`src/rtl/uart_tx_feeder.sv`:
```
// Byte FIFO plus dispatch FSM that paces one-cycle tx_start pulses into a UART transmitter via tx_busy.
// Define UART_TX_FEEDER_STATS_EN to add sent_count, drop_count and timeout_err outputs.
module uart_tx_feeder #(
  parameter int unsigned DEPTH        = 16,
  parameter int unsigned AW           = $clog2(DEPTH),
  parameter int unsigned BUSY_TIMEOUT = 4
) (
  input  logic          clk,
  input  logic          rst,
  input  logic          wr_en,
  input  logic [7:0]    wr_data,
  output logic          full,
  output logic          empty,
  output logic [AW:0]   level,
  output logic          overflow,
  output logic          tx_start,
  output logic [7:0]    tx_data,
  input  logic          tx_busy
`ifdef UART_TX_FEEDER_STATS_EN
  ,
  output logic [15:0]   sent_count,
  output logic [7:0]    drop_count,
  output logic          timeout_err
`endif
);

  localparam int unsigned CW = $clog2(BUSY_TIMEOUT + 1);
  localparam logic [AW:0]   LVL_FULL = (AW + 1)'(DEPTH);
  localparam logic [CW-1:0] CNT_MAX  = CW'(BUSY_TIMEOUT);

  localparam logic [1:0] IDLE    = 2'd0;
  localparam logic [1:0] START   = 2'd1;
  localparam logic [1:0] WAIT_HI = 2'd2;
  localparam logic [1:0] WAIT_LO = 2'd3;

  logic [7:0]    mem_q [DEPTH];
  logic [1:0]    state_q, state_d;
  logic [AW-1:0] wr_ptr_q, wr_ptr_d;
  logic [AW-1:0] rd_ptr_q, rd_ptr_d;
  logic [AW:0]   level_q, level_d;
  logic          full_q, full_d;
  logic          empty_q, empty_d;
  logic          overflow_q, overflow_d;
  logic [7:0]    tx_data_q, tx_data_d;
  logic [CW-1:0] cnt_q, cnt_d;
  logic          push, pop, timeout;

  always_comb begin
    // full is the registered flag, so a pop in the same cycle never frees a slot for this push
    push       = wr_en && !full_q;
    pop        = (state_q == IDLE) && !empty_q && !tx_busy;
    overflow_d = wr_en && full_q;
    wr_ptr_d   = push ? wr_ptr_q + 1'b1 : wr_ptr_q;
    rd_ptr_d   = pop  ? rd_ptr_q + 1'b1 : rd_ptr_q;
    case ({push, pop})
      2'b10:   level_d = level_q + 1'b1;
      2'b01:   level_d = level_q - 1'b1;
      default: level_d = level_q;
    endcase
    full_d  = (level_d == LVL_FULL);
    empty_d = (level_d == '0);
  end

  always_comb begin
    state_d   = state_q;
    cnt_d     = cnt_q;
    tx_data_d = tx_data_q;
    timeout   = 1'b0;
    case (state_q)
      IDLE: begin
        if (pop) begin
          tx_data_d = mem_q[rd_ptr_q];
          state_d   = START;
        end
      end
      START: begin
        cnt_d   = '0;
        state_d = WAIT_HI;
      end
      WAIT_HI: begin
        if (tx_busy) begin
          state_d = WAIT_LO;
        end else begin
          cnt_d = (cnt_q == CNT_MAX) ? cnt_q : cnt_q + 1'b1;
          if (cnt_d == CNT_MAX) begin
            timeout = 1'b1;
            state_d = IDLE;
          end
        end
      end
      WAIT_LO: begin
        if (!tx_busy) state_d = IDLE;
      end
      default: state_d = IDLE;
    endcase
  end

  always_ff @(posedge clk) begin
    if (rst && push) mem_q[wr_ptr_q] <= wr_data;
  end

  always_ff @(posedge clk) begin
    if (!rst) begin
      state_q    <= IDLE;
      wr_ptr_q   <= '0;
      rd_ptr_q   <= '0;
      level_q    <= '0;
      full_q     <= 1'b0;
      empty_q    <= 1'b1;
      overflow_q <= 1'b0;
      tx_data_q  <= '0;
      cnt_q      <= '0;
    end else begin
      state_q    <= state_d;
      wr_ptr_q   <= wr_ptr_d;
      rd_ptr_q   <= rd_ptr_d;
      level_q    <= level_d;
      full_q     <= full_d;
      empty_q    <= empty_d;
      overflow_q <= overflow_d;
      tx_data_q  <= tx_data_d;
      cnt_q      <= cnt_d;
    end
  end

  assign full     = full_q;
  assign empty    = empty_q;
  assign level    = level_q;
  assign overflow = overflow_q;
  assign tx_start = (state_q == START);
  assign tx_data  = tx_data_q;

`ifdef UART_TX_FEEDER_STATS_EN
  logic [15:0] sent_count_q, sent_count_d;
  logic [7:0]  drop_count_q, drop_count_d;
  logic        timeout_err_q, timeout_err_d;

  always_comb begin
    sent_count_d  = pop ? sent_count_q + 1'b1 : sent_count_q;
    drop_count_d  = (overflow_d && drop_count_q != '1) ? drop_count_q + 1'b1 : drop_count_q;
    timeout_err_d = timeout_err_q | timeout;
  end

  always_ff @(posedge clk) begin
    if (!rst) begin
      sent_count_q  <= '0;
      drop_count_q  <= '0;
      timeout_err_q <= 1'b0;
    end else begin
      sent_count_q  <= sent_count_d;
      drop_count_q  <= drop_count_d;
      timeout_err_q <= timeout_err_d;
    end
  end

  assign sent_count  = sent_count_q;
  assign drop_count  = drop_count_q;
  assign timeout_err = timeout_err_q;
`endif

endmodule

```
`config.mk`:
```
export PLATFORM = sky130hd
export DESIGN_NAME = uart_tx_feeder
export DESIGN_NICKNAME = d
export VERILOG_FILES = /design/src/rtl/uart_tx_feeder.sv
export SDC_FILE = /design/constraint.sdc
export NUM_CORES = 1
export LEC_CHECK = 0
export ABC_AREA = 1
export CORE_MARGIN = 1
export CORE_UTILIZATION = 55
export DETAILED_ROUTE_END_ITERATION = 7
export GPL_TIMING_DRIVEN = 0
export PLACE_DENSITY = 0.74
export SLEW_MARGIN = 20
export SYNTH_ARGS = -nofsm -noshare
export SYNTH_HDL_FRONTEND = slang
export SYNTH_SLANG_ARGS = --single-unit
```
`constraint.sdc`:
```
create_clock -name clk -period 4.53 [get_ports clk]
set_input_delay 1.1325 -clock clk [delete_from_list [all_inputs] [get_ports clk]]
set_output_delay 1.1325 -clock clk [all_outputs]
set_load 0.02 [all_outputs]
```
* Yosys cells after proc, flatten, opt, wreduce, memory -nomap -nowiden
Memory sizes are Yosys's and may differ from the RTL's. A register that Yosys moved wholly into a read port is not among the register bits.
Cells that the tools add are included.
** Storage, ports and cells
- Output and inout port bits :: 17
- Register bits after elaboration :: 21
- Memories kept :: 1
- Memory bits (writable) :: 128
- Input port bits :: 12
** Memory list
- mem_q :: depth 16, width 8, read ports 1, clocked after Yosys merged registers in 1, wr ports 1, RTL line 36 : logic [7:0] mem_q [DEPTH];
** Operators by class
- Reduce and logical (&&, ||, !) cells :: 15
- Equality and inequality tests :: 12
- Muxes and demuxes :: 11
- Add/sub/neg operators :: 5
** Operators by type and width (count)
- 5-bit case mux with 2 select lines :: 1
- 4-bit by 1-bit adder with 4-bit output, second input constant :: 2
- 2-bit two-way mux :: 4
- 2-bit case mux with 4 select lines :: 1
- 2-bit equality test, second input constant :: 3
- 3-bit equality test, second input constant :: 2
- 3-bit two-way mux :: 2
- 2-bit != test, second input constant :: 3
- 3-bit case mux with 2 select lines :: 1
- 5-bit by 1-bit adder with 5-bit output, second input constant :: 1
- 5-bit equality test, second input constant :: 1
- 1-bit logical AND :: 5
- 5-bit zero test :: 1
- 5-bit by 1-bit subtractor with 5-bit output, second input constant :: 1
- 2-bit by 1-bit equality test with 1-bit output, second input constant :: 2
- 1-bit zero test :: 4
- 2-bit AND reduction :: 2
- 3-bit by 1-bit adder with 3-bit output, second input constant :: 1
- 3-bit != test, second input constant :: 1
- 3-bit AND reduction :: 1
- 2-bit zero test :: 1
- 1-bit two-way mux :: 2
- 2-bit nonzero test :: 1

* Depth between registers and ports, before layout
- Word-level depth :: 6
- Mapped depth :: 18
- Depth with buffers taken out :: 17

* Least setup slack after synthesis
Ideal clock, no wire load.
- Path kind :: input to register
- Start :: in tx_busy
- End :: reg empty_q (netlist: empty)
- Cell stages on the path :: 14
- Setup slack :: 1524 ps
- Data required time :: 4460 ps
- Buffers on the path :: 1
- Data arrival time :: 2936 ps
- Path through :: nor2_1 > nand2_2 > clkinv_1 > buf_2 > ha_1 > nand2_1 > inv_1 > nor2_1 > ha_1 > o21ai_0 > nand2_1 > nor2_1 > nand3_1 > o21bai_1
** Between the ends
- Cells in the longest elaborated chain, start to end :: 5
- Elaborated cells on any way between the ends :: 6
- Classes of those cells :: eq/ne (2); mux (1); reduce/logical (3)
** Ends and longest elaborated chain
- start: declaration :: RTL line 18 : input logic tx_busy
- 1-bit zero test *
- 1-bit logical AND * :: RTL line 51 : pop = (state_q == IDLE) && !empty_q && !tx_busy;
- named net pop :: RTL line 46 : logic push, pop, timeout;
- 2-bit by 1-bit equality test with 1-bit output / 2-bit equality test (equally long branches) :: RTL line 55 : case ({push, pop})
- 5-bit case mux with 2 select lines * :: RTL line 55
- 5-bit zero test * :: RTL line 61 : empty_d = (level_d == '0);
- end signal: assignment :: RTL line 119 : empty_q <= empty_d;
- end: declaration :: RTL line 42 : logic empty_q, empty_d;
The timed path passes the listed nets; every way through them passes the cells marked *.
A chain may end at the register's enable or synchronous reset.

* Worst setup path in the final report
Ends and elaborated chain as after synthesis.

==> results.cfg <==
[yosys]
yosysUniqueCellTypes = 24
synth_fa_ha_area_share_pct = 1.893
ys_seq_area_share_pct = 66.93
synth_nets = 632
synth_top_family_by_area = simple AND/OR/NAND/NOR gates
yosys.area_share.simple_pct = 15.20
synthXorXnorAreaFrac_pct = 0.2650
yosysWarnings = 0
synthesis.area_mm2 = 0.006610
avgSynthCellArea_um2 = 10.84
ys_ff_latch = 157
synth_mux_area_share_pct = 0
synth_compound_area_share_pct = 10.43
syn_inst = 610

[critical_path]
worst_setup_path_end_kind = flop
cp_max_fo = 11
critPathKind = in -> reg
cp_num_buf_inv = 4
crit_path_max_incr_delay_ns = 0.53
cp.arrival_ns = 3.92
cp_top_family = buffers and inverters
crit_top_cell = nor2_1
critPathSlowestCell = clkdlybuf4s50_1
cp_cell_sequence = clkdlybuf4s50_1, nor2_1, nand2_2, clkinv_1, buf_2, ha_1, nand2_1, inv_1, nor2_1, ha_1, o21ai_0, nand2_1, nor2_1, nand3_1, o21bai_1
critPathLaunchType = input port
critPathRequiredTime_ns = 4.89

[sta]
hold_viol = 0
clock_skew_ns = 0.009068
post-route-min-period_ns = 3.559
whs_ns = 0.4555
fin_tns_setup_ns = 0
fmax_mhz = 280.9
finalCritPeriodShare_pct = 78.58
setup_viol = 0
final_max_slew_viol_count = 0
slew_headroom_pct = 44.84
rsz0062_at_grt = no
worst_slew_pin_slew_ns = 0.8244

[run_status]
status = finished, violations left
violations = design-rule violations

[cts]
cts_resized = 0
hold_buffers = 0
cts_num_sinks = 157
htreeDepth = 4
cts_buffers = 17
insertion_delay_ns = 0.43
cts-root-buf = clkbuf_16
cts_buffer_depth = 2
post_cts_buffers = 0
clkTransAtPathRegs_ns = 0.06
tritoncts = yes

[detailed_routing]
wl_per_cell_um = 19.05
drc = 4
drt_first_iter_violations = 517
vias = 4756
first_pass_iters = 8
ant_nets = 0
routed_wl_mm = 15.49
viasPerCell = 5.850

[placed_design]
post-dp-hpwl_mm = 10.51
gp_congestion = 0.8868
post_dp_cell_area_mm2 = 0.007069
io_buffers = 28

[grt]
grt_overflow = 0
track_usage_pct = 26.44
use_met2_pct = 42.73
use_met1_pct = 33.96
grt_pass1_vias = 4582
grt.busiest_layer = met2
grt_pass1_wl_mm = 24.16
grt_max_degree = 17
use_met3_pct = 6.641
antenna_found_initial = 0

[power_and_ir_drop]
power_density_mw_per_mm2 = 536.8
p_leak_uw = 0.002744
ir_drop_uv = 283.7

[layout]
finalInstanceArea_mm2 = 0.007649
insertedDiodeCount = 0
multi_input_area_mm2 = 0.001837
fillCellCount = 866
syn2layout_area_growth_pct = 15.71
drive_above_1_share_pct = 7.463
fin_nets = 679
regArea_mm2 = 0.004424
finalCoreUtilization_pct = 66.14

[floorplanning]
dieArea_mm2 = 0.01246
die_h_um = 111.6
die_w_um = 111.6
start_util_pct = 57.16
core_area_mm2 = 0.01156
ioPinCount = 29
row_count = 39

[run]
drv_cap = 0

[min_path]
min_path_type = reg -> reg
cells in the mapped netlist:
cell type	instances	area share (%)
buf_2	9	0.68
buf_6	7	1.2
o211ai_1	32	3.6
xor2_1	2	0.27
edfxtp_1	128	58
nor3_1	2	0.15
inv_2	1	0.057
inv_1	40	2.3
o21ai_1	18	1.4
nor4_1	1	0.095
nand3_1	46	3.5
a21oi_1	14	1.1
o21ai_2	3	0.40
clkbuf_1	10	0.57
nor2_1	148	8.4
o21bai_1	1	0.11
o21ai_0	51	3.9
nand2_1	49	2.8
nand2_2	1	0.095
ha_1	10	1.9
dfxtp_1	29	8.8
nand4_1	2	0.19
buf_4	3	0.34
clkinv_1	3	0.17
worst paths after layout:
check                          startpoint                   to  slack [ns]  cells past startpoint
hold reg to reg           full$_SDFF_PN0_  overflow$_SDFF_PN0_        0.46                      2
setup reg to reg  state_q[1]$_SDFFE_PN0P_     empty$_SDFF_PN1_        1.78                     14
setup / recovery                  tx_busy     empty$_SDFF_PN1_        0.97                     15
hold / removal            full$_SDFF_PN0_  overflow$_SDFF_PN0_        0.46                      2
registers in the layout, summed over array words and instances, names as in the netlist:
signal and cells:
wr_ptr_q 4, mem_q 128, rd_ptr_q 4, state_q 2, full 1, overflow 1
tx_data 8, cnt_q 3, level 5, empty 1
final cells by class:
class,instances,area share (%)
sequential,157,57.84
multi-input combinational,380,24.01
clock buffer,17,5.562
timing repair buffer,28,3.664
buffer,29,2.405
tap,143,2.339
inverter,44,2.159
clock inverter,15,2.012
routing by layer:
metal,routed length (µm),vias to the layer above
li1,-,2223
met2,7473,204
met4,397,0
met1,6371,2294
met3,1249,35
met5,0,-
worst reg2reg max path, stage by stage, from the launching register on:
cell,delay [ns]
dfxtp_1,0.41
nor2_1,0.10
nand2_2,0.12
clkinv_1,0.24
buf_2,0.29
ha_1,0.30
nand2_1,0.11
inv_1,0.06
nor2_1,0.15
ha_1,0.25
o21ai_0,0.23
nand2_1,0.08
nor2_1,0.11
nand3_1,0.11
o21bai_1,0.13
placed cells by master, fill, tap and decap left out, types with 2 or more instances in the layout:
cell and count:
clkbuf_16 17, clkbuf_1 10, nor3_1 2, edfxtp_1 128, clkinv_1 9, ha_1 10, buf_4 3, xor2_1 2
inv_1 40, bufinv_16 3, nor2_1 148, o21ai_2 3, o21ai_0 51, clkdlybuf4s50_1 28, nand4_1 2, o211ai_1 32
clkinv_2 2, a21oi_1 14, buf_6 7, dfxtp_1 29, nand3_1 46, o21ai_1 18, clkinvlp_4 3, nand2_1 49
buf_2 9
logic make-up after synthesis:
| kind of cell | count (synthesis) |
|---|---|
| fa+ha+maj | 10 |
| flops | 157 |
| compound gates | 119 |
| xor+xnor | 2 |
| buf+inv | 73 |
| simple gates | 249 |
through the flow:
step	cells	total power, µW	setup WS, ns
after floorplan	610	2380	1.524
after global placement	781	2679	0.6765
after detailed placement	781	2717	0.5868
after CTS	813	4102	1.019
after global routing	813	4275	0.7489
final	813	4105	0.9705
power breakdown:
group	internal [µW]	leakage (µW)	switching [µW]
Clock	851	0.000274	548
Combinational	364	0.00108	651
Sequential	1630	0.00139	59.5
Total	2850	0.00274	1260
(Power assumes the default switching activity.)
